--- config.mk ---
export PLATFORM = sky130hd
export DESIGN_NAME = pmem_line_responder_flat
export DESIGN_NICKNAME = d
export VERILOG_FILES = /design/src/rtl/pmem_line_if.sv /design/src/rtl/pmem_line_responder.sv /design/src/flat_wrapper.sv
export SDC_FILE = /design/constraint.sdc
export NUM_CORES = 2
export LEC_CHECK = 0
export CAP_MARGIN = 20
export CORE_AREA = 2 2 278 280
export DETAILED_ROUTE_END_ITERATION = 6
export DIE_AREA = 0 0 280 282
export GPL_ROUTABILITY_DRIVEN = 0
export PLACE_DENSITY = 0.65
export RECOVER_POWER = 25
export SLEW_MARGIN = 20
export SYNTH_ARGS = -nofsm -noshare
export SYNTH_HDL_FRONTEND = slang
export SYNTH_SLANG_ARGS = --single-unit
--- constraint.sdc ---
create_clock -name clk -period 7.2 [get_ports clk]
set_clock_uncertainty 0.05 [all_clocks]
set_input_delay 0.72 -clock clk [delete_from_list [all_inputs] [get_ports clk]]
set_output_delay 0.72 -clock clk [all_outputs]
set_load 0.02 [all_outputs]
--- src/rtl/pmem_line_if.sv ---
// Cache-line pmem bus plus the 64-bit burst memory bus.
// The responder owns the slave side; the cache and memory side own the master side.
interface pmem_line_if #(
  parameter int s_line = 256,
  parameter int s_beat = 64
);
  // Cache-line side
  logic              pmem_read;
  logic              pmem_write;
  logic [31:0]       pmem_address;
  logic [s_line-1:0] pmem_wdata;
  logic [s_line-1:0] pmem_rdata;
  logic              pmem_resp;

  // Burst memory side
  logic              burst_read;
  logic              burst_write;
  logic [31:0]       burst_address;
  logic [s_beat-1:0] burst_wdata;
  logic [s_beat-1:0] burst_rdata;
  logic              burst_resp;

  modport slave (
    input  pmem_read, pmem_write, pmem_address, pmem_wdata,
    input  burst_rdata, burst_resp,
    output pmem_rdata, pmem_resp,
    output burst_read, burst_write, burst_address, burst_wdata
  );

  modport master (
    output pmem_read, pmem_write, pmem_address, pmem_wdata,
    output burst_rdata, burst_resp,
    input  pmem_rdata, pmem_resp,
    input  burst_read, burst_write, burst_address, burst_wdata
  );
endinterface

--- src/rtl/pmem_line_responder.sv ---
// Cache-line responder: takes one 256-bit line read or write per request and
// moves it as s_beats x s_beat-bit beats over the burst port, then pulses
// pmem_resp for one cycle. The completed read line is kept in a separate
// register, so pmem_rdata only changes when a read finishes.
module pmem_line_responder #(
  parameter int s_offset = 5,
  parameter int s_line   = 256,
  parameter int s_beat   = 64,
  parameter int s_beats  = 4
) (
  input logic        clk,
  input logic        rst_n,
  pmem_line_if.slave bus
);

  localparam int cnt_w = (s_beats > 1) ? $clog2(s_beats) : 1;
  localparam logic [cnt_w-1:0] last_beat = cnt_w'(s_beats - 1);

  typedef enum logic [1:0] {
    ST_IDLE  = 2'd0,
    ST_READ  = 2'd1,
    ST_WRITE = 2'd2,
    ST_DONE  = 2'd3
  } state_t;

  state_t            state_r;
  state_t            state_next_s;
  logic [cnt_w-1:0]  cnt_r;
  logic [cnt_w-1:0]  cnt_next_s;
  logic [31:0]       addr_r;
  logic [31:0]       addr_next_s;
  logic [s_line-1:0] wline_r;
  logic [s_line-1:0] wline_next_s;
  logic [s_line-1:0] rbuf_r;
  logic [s_line-1:0] rbuf_next_s;
  logic [s_line-1:0] rdata_r;
  logic [s_line-1:0] rdata_next_s;

  // Next-state, beat counter and line buffer updates.
  always_comb begin
    state_next_s = state_r;
    cnt_next_s   = cnt_r;
    addr_next_s  = addr_r;
    wline_next_s = wline_r;
    rbuf_next_s  = rbuf_r;
    rdata_next_s = rdata_r;
    case (state_r)
      ST_IDLE: begin
        // Write wins if the cache ever raises both requests together.
        if (bus.pmem_write) begin
          addr_next_s  = {bus.pmem_address[31:s_offset], {s_offset{1'b0}}};
          wline_next_s = bus.pmem_wdata;
          cnt_next_s   = {cnt_w{1'b0}};
          state_next_s = ST_WRITE;
        end else if (bus.pmem_read) begin
          addr_next_s  = {bus.pmem_address[31:s_offset], {s_offset{1'b0}}};
          cnt_next_s   = {cnt_w{1'b0}};
          state_next_s = ST_READ;
        end else begin
          state_next_s = ST_IDLE;
        end
      end
      ST_READ: begin
        if (bus.burst_resp) begin
          rbuf_next_s[s_beat*cnt_r +: s_beat] = bus.burst_rdata;
          cnt_next_s = cnt_r + {{(cnt_w-1){1'b0}}, 1'b1};
          if (cnt_r == last_beat) begin
            // Publish the whole line at once, including the beat arriving now.
            rdata_next_s = rbuf_next_s;
            state_next_s = ST_DONE;
          end else begin
            state_next_s = ST_READ;
          end
        end else begin
          state_next_s = ST_READ;
        end
      end
      ST_WRITE: begin
        if (bus.burst_resp) begin
          cnt_next_s = cnt_r + {{(cnt_w-1){1'b0}}, 1'b1};
          if (cnt_r == last_beat) begin
            state_next_s = ST_DONE;
          end else begin
            state_next_s = ST_WRITE;
          end
        end else begin
          state_next_s = ST_WRITE;
        end
      end
      ST_DONE: begin
        // The request is not looked at here, so a held request is not taken twice.
        state_next_s = ST_IDLE;
      end
      default: begin
        state_next_s = ST_IDLE;
      end
    endcase
  end

  // State and datapath registers with synchronous active-low reset.
  always_ff @(posedge clk) begin
    if (!rst_n) begin
      state_r <= ST_IDLE;
      cnt_r   <= {cnt_w{1'b0}};
      addr_r  <= 32'h0000_0000;
      wline_r <= {s_line{1'b0}};
      rbuf_r  <= {s_line{1'b0}};
      rdata_r <= {s_line{1'b0}};
    end else begin
      state_r <= state_next_s;
      cnt_r   <= cnt_next_s;
      addr_r  <= addr_next_s;
      wline_r <= wline_next_s;
      rbuf_r  <= rbuf_next_s;
      rdata_r <= rdata_next_s;
    end
  end

  // Outputs are decoded purely from registered state.
  assign bus.pmem_resp     = (state_r == ST_DONE);
  assign bus.burst_read    = (state_r == ST_READ);
  assign bus.burst_write   = (state_r == ST_WRITE);
  assign bus.burst_address = addr_r;
  assign bus.burst_wdata   = wline_r[s_beat*cnt_r +: s_beat];
  assign bus.pmem_rdata    = rdata_r;

endmodule
--- src/flat_wrapper.sv ---
// flat-port wrapper written by rule: the top's interface ports become plain ports
module pmem_line_responder_flat 
#(
  parameter int s_offset = 5,
  parameter int s_line   = 256,
  parameter int s_beat   = 64,
  parameter int s_beats  = 4
)
  (clk, rst_n, bus_pmem_read, bus_pmem_write, bus_pmem_address, bus_pmem_wdata, bus_burst_rdata, bus_burst_resp, bus_pmem_rdata, bus_pmem_resp, bus_burst_read, bus_burst_write, bus_burst_address, bus_burst_wdata);
  pmem_line_if #(.s_line(s_line), .s_beat(s_beat)) bus_i ();
  input logic clk;
  input logic rst_n;
  input wire logic [$bits(bus_i.pmem_read)-1:0] bus_pmem_read;
  input wire logic [$bits(bus_i.pmem_write)-1:0] bus_pmem_write;
  input wire logic [$bits(bus_i.pmem_address)-1:0] bus_pmem_address;
  input wire logic [$bits(bus_i.pmem_wdata)-1:0] bus_pmem_wdata;
  input wire logic [$bits(bus_i.burst_rdata)-1:0] bus_burst_rdata;
  input wire logic [$bits(bus_i.burst_resp)-1:0] bus_burst_resp;
  output wire logic [$bits(bus_i.pmem_rdata)-1:0] bus_pmem_rdata;
  output wire logic [$bits(bus_i.pmem_resp)-1:0] bus_pmem_resp;
  output wire logic [$bits(bus_i.burst_read)-1:0] bus_burst_read;
  output wire logic [$bits(bus_i.burst_write)-1:0] bus_burst_write;
  output wire logic [$bits(bus_i.burst_address)-1:0] bus_burst_address;
  output wire logic [$bits(bus_i.burst_wdata)-1:0] bus_burst_wdata;
  assign bus_i.pmem_read = bus_pmem_read;
  assign bus_i.pmem_write = bus_pmem_write;
  assign bus_i.pmem_address = bus_pmem_address;
  assign bus_i.pmem_wdata = bus_pmem_wdata;
  assign bus_i.burst_rdata = bus_burst_rdata;
  assign bus_i.burst_resp = bus_burst_resp;
  assign bus_pmem_rdata = bus_i.pmem_rdata;
  assign bus_pmem_resp = bus_i.pmem_resp;
  assign bus_burst_read = bus_i.burst_read;
  assign bus_burst_write = bus_i.burst_write;
  assign bus_burst_address = bus_i.burst_address;
  assign bus_burst_wdata = bus_i.burst_wdata;
  pmem_line_responder #(.s_offset(s_offset), .s_line(s_line), .s_beat(s_beat), .s_beats(s_beats)) u_core (.clk(clk), .rst_n(rst_n), .bus(bus_i));
endmodule
## After elaboration in Yosys (flattened, before gate mapping)

Index checks and enable logic that the tools add are counted.
Widths: inputs -> output; s select.

| storage, ports and cells | value |
|---|---|
| latch bits | 0 |
| word-level logic and storage cells | 40 |
| register bits after elaboration | 804 |
| bits of input ports | 357 |
| ROM bits | 0 |
| output and inout bits | 355 |
| memory bits (writable) | 0 |
| memories kept | 0 |

| operators by class | value |
|---|---|
| bitwise logic cells | 0 |
| $lt $le $gt $ge | 0 |
| reductions and logical operators | 9 |
| add/subtract/negate cells | 2 |
| mux-type cells | 14 |
| div/mod/pow operators | 0 |
| shift-type cells | 3 |
| equality and inequality tests | 6 |
| $mul | 0 |

Operators by type and width:

| operator | number |
|---|---|
| $bwmux 256 | 1 |
| $shift 64x34->256 const A | 1 |
| $shiftx 256x9->64 | 1 |
| $shiftx 64x34->256 | 1 |
| $mux 32 | 2 |
| $neg 8->34 | 1 |
| $mux 2 | 6 |
| $pmux 2 s4 | 1 |
| $eq 2x2->1 const B | 3 |
| $reduce_and 2->1 | 3 |
| $reduce_and 3->1 | 2 |
| $pmux 2 s2 | 1 |
| $reduce_bool 2->1 | 2 |
| $mux 1 | 3 |
| $ne 3x3->1 const B | 1 |
| $add 2x1->2 const B | 1 |
| $eq 2x1->1 const B | 1 |
| $logic_not 2->1 | 1 |
| $ne 2x1->1 const B | 1 |
| $reduce_or 2->1 | 1 |

## Logic depth before layout (Yosys ltp)

| logic depth | value |
|---|---|
| depth in word-level cells | 4 |
| mapped depth | 11 |
| mapped depth without buffers | 5 |

## Worst setup path after synthesis

OpenSTA, ideal clock, no wires.

| timing path | value |
|---|---|
| kind | register to register |
| start | reg u_core.cnt_r[1] |
| end | reg u_core.rdata_r[44], in the netlist u_core.bus.pmem_rdata[44] |
| required time | 7.027 ns |
| library setup time | 0.123 ns |
| stages on the path, launching flop included | 10 |
| buffers on the path | 4 |
| data arrival time | 2.209 ns |
| slack | 4.818 ns |
| clock period less this slack | 2.382 ns |
| cells stage by stage | dfxtp_1 -> buf_2 -> buf_1 -> inv_1 -> ha_1 -> and4bb_2 -> buf_4 -> buf_6 -> a221oi_1 -> nor2_1 |

| between the ends | value |
|---|---|
| longest elaborated chain between the ends | 3 |
| elaborated cells between the ends (all ways) | 6 |
| those cells by class | add/sub: 1; eq/ne: 1; shift: 2; mux: 1; reduce/logical: 1 |

RTL lines:

| item | RTL line | text |
|---|---|---|
| start: declaration | pmem_line_responder.sv:28 | `logic [cnt_w-1:0] cnt_r;` |
| start signal: assignment | pmem_line_responder.sv:104 | `cnt_r <= {cnt_w{1'b0}};` |
| start signal: assignment | pmem_line_responder.sv:111 | `cnt_r <= cnt_next_s;` |
| $neg 8->34 | pmem_line_responder.sv:65 | `rbuf_next_s[s_beat*cnt_r +: s_beat] = bus.burst_rdata;` |
| $shiftx 64x34->256 / $shift 64x34->256 (equally long branches) | pmem_line_responder.sv:65 |  |
| $bwmux 256 | pmem_line_responder.sv:65 |  |
| end signal: assignment | pmem_line_responder.sv:108 | `rdata_r <= {s_line{1'b0}};` |
| end signal: assignment | pmem_line_responder.sv:115 | `rdata_r <= rdata_next_s;` |
| end: declaration | pmem_line_responder.sv:36 | `logic [s_line-1:0] rdata_r;` |

Parallel ways exist; a longest one is shown, timed or not.
A chain may end at the register's enable or synchronous reset.

==> impl_metrics.ini <==
[logic_synthesis]
synth-edff-count = 0
synthTopCellsByCount = dfxtp_1 (735), nand2_1 (721), a21boi_0 (307), o21ai_0 (268), clkbuf_1 (207)
syn_avg_cell_area_um2 = 8.94
syn_inst = 3316
yosysTopAreaCell = dfxtp_1
synth_top_area_frac = 0.496
synth.distinct_cells = 40
yosysMostFrequentCell = dfxtp_1
ys.flop_type = dfxtp_1
syn_area_mm2 = 0.0296
async_flop_share = 0
ys_top_cells_by_area = dfxtp_1 (50%), nand2_1 (9.1%), a21boi_0 (7.8%)
ys_seq_elements = 735
yosys_warnings = 0
ys_seq_area_frac = 0.496

[critical_path]
crit_path_start_kind = input port
critPathSlowestCell = clkbuf_2
critPathLaunch = rst_n
crit_fanout = 260
endpoint_kind = flip-flop
reg2reg_from = u_core.cnt_r[0]$_SDFFE_PN0P_
slowest_delay_ns = 3.18
arrival_ns = 5.39
crit_chain = buf_8 > clkbuf_2 > o21ai_0 > a21oi_1
worstSetupPathType = in -> reg
required_ns = 7.68

[flow_run]
max_cap_violations = 1

[global_routing]
antenna_found_initial = 18
grt_overflow = 0
grt_usage = 0.255
grt_pass1_vias = 24700
grt_max_degree = 261
grt_pass1_wl_um = 156000

[placed_design]
dp_hpwl_um = 66900
port_buffers = 701

[detailed_routing]
first_pass_iters = 6
drtIter0Drc = 2111
antenna_left = 0
wl_per_cell_um = 21.7
drc = 0
viasPerCell = 5.46
routed_wl_um = 105000
vias = 26400

[power]
swShare = 0.288
switching_power_mw = 3.05
p_int_mw = 7.56
clockPowerShare = 0.407
ir_worst_vdd_uv = 231
p_comb_frac = 0.178
seq_power_share = 0.415
leakage_nw = 14.6
pwr_density_cell_mw_per_mm2 = 269
p_total_mw = 10.6

[cts]
cts_resized = 0
cts_tree = built
numCtsBuffers = 82
cts_buffer_depth = 3
clkSinkCount = 735
cts_root_buf = clkbuf_16
ctsHoldBuffers = 0
clkTransAtPathRegs_ns = 0.06
cts_setup_buffers = 0
clk_latency_ns = 0.63
cts_max_level = 3

[timing]
finalCriticalPeriod_ns = 4.91
fin_crit_sh = 0.682
rsz0062_at_grt = no
setup_viol = 0
fmax_ghz = 0.204
max_slew.worst_pin.slew_ns = 4.52
setup_tns_ns = 0
max-slew-margin-rel = -2.01
slew_violations = 261
hold_viol = 0

[cells_and_area]
final_layout_size_suffix_gt1_frac = 0.0622
synthToLayoutAreaGrowth_pct = 33.2
nNetsFinal = 4161

[status]
outcome = finished, violations left
violations = capacitance limit, slew limit

[floorplan]
dieHeight_um = 282
core_area_mm2 = 0.0757
rows = 101
ioPinCount = 712
die_area_mm2 = 0.0790
start_util = 0.392
die_w_um = 280

[worst_hold_path]
hp-class = reg -> reg
min_from = u_core.wline_r[137]$_SDFFE_PN0P_
==> kinds of logic after synthesis <==
kind of cell               count (synthesis)  synth area share
buffers and inverters                    346            0.0536
DFF                                      735             0.496
adders and majority gates                 10           0.00422
AOI/OAI and AO/OA                       1034             0.229
and+or+nand+nor                         1124             0.168
muxes                                     66            0.0493
other                                      1          0.000126
==> power groups by stage <==
stage	Clock (mW)	Combinational [mW]	Sequential, mW
6_report	4.32	1.89	4.40
5_1_grt	4.57	2.03	4.42
4_1_cts	4.40	1.90	4.40
3_5_place_dp	0	1.89	4.49
3_3_place_gp	0	1.89	4.48
2_1_floorplan	0	1.20	4.46
==> flip-flops by register name (all words and copies together), names as in the netlist <==
| register | cells |
|---|---|
| u_core.cnt_r | 2 |
| u_core.wline_r | 256 |
| u_core.rbuf_r | 192 |
| u_core.bus.burst_address | 27 |
| u_core.state_r | 2 |
| u_core.bus.pmem_rdata | 256 |
==> layer usage <==
layer / up-vias / routed length (µm) / track usage
met2: 958 / 50200 / 0.418
li1: 12600 / - / -
met3: 154 / 9070 / 0.0719
met1: 12700 / 43200 / 0.324
met4: 14 / 2840 / 0.0862
met5: - / 96 / 0
==> placed cells by master (no fill, tap or decap), drive strengths merged, types with 3 or more instances in the layout <==
cell and instances:
mux4 64, nand2 722, and3 3, nand3b 43
dlygate4sd3 189, nor2 88, a31oi 64, a221oi 88
clkinv 13, o22ai 64, nor2b 151, buf 27
clkdlybuf4s50 511, ha 10, a21oi 146, a21boi 307
bufinv 6, dfxtp 735, inv 10, diode 11
clkbuf 128, o21ai 275, conb 5, nand3 109
a32oi 87
==> metrics by stage <==
step	hold WS [ns]	cells	util	cell area [µm²]	setup WS [ns]
CTS	0.411	4837	0.522	39500	2.78
finish	0.410	4848	0.522	39500	2.29
detailed placement	0.404	4688	0.485	36700	3.44
global route	0.422	4844	0.522	39500	1.71
floorplan	0.390	3320	-	29700	4.82
global placement	0.397	4688	0.485	36700	3.45
==> layout make-up <==
cell class / count / area (µm²)
tap: 978 / 1220
clock inverter: 22 / 308
clock buffer: 127 / 2480
antenna: 11 / 27.5
timing repair buffer: 728 / 7270
fill: 7066 / 36200
multi-input combinational: 2239 / 13400
sequential: 735 / 14700
inverter: 8 / 30.0
==> worst paths after layout <==
check | end | slack (ns) | depth (start not counted)
setup / recovery | u_core.bus.pmem_rdata[182]$_SDFFE_PN0P_ | 2.29 | 4
hold / removal | u_core.wline_r[137]$_SDFFE_PN0P_ | 0.41 | 2
setup reg to reg | u_core.rbuf_r[31]$_SDFFE_PN0P_ | 3.51 | 7
hold reg to reg | u_core.wline_r[137]$_SDFFE_PN0P_ | 0.41 | 2
==> critical path: cells and delay by family <==
kind	cells	cell delay [ns]
buf+inv	2	3.68
compound gates	2	0.72
Power figures use the tool's default switching activity.
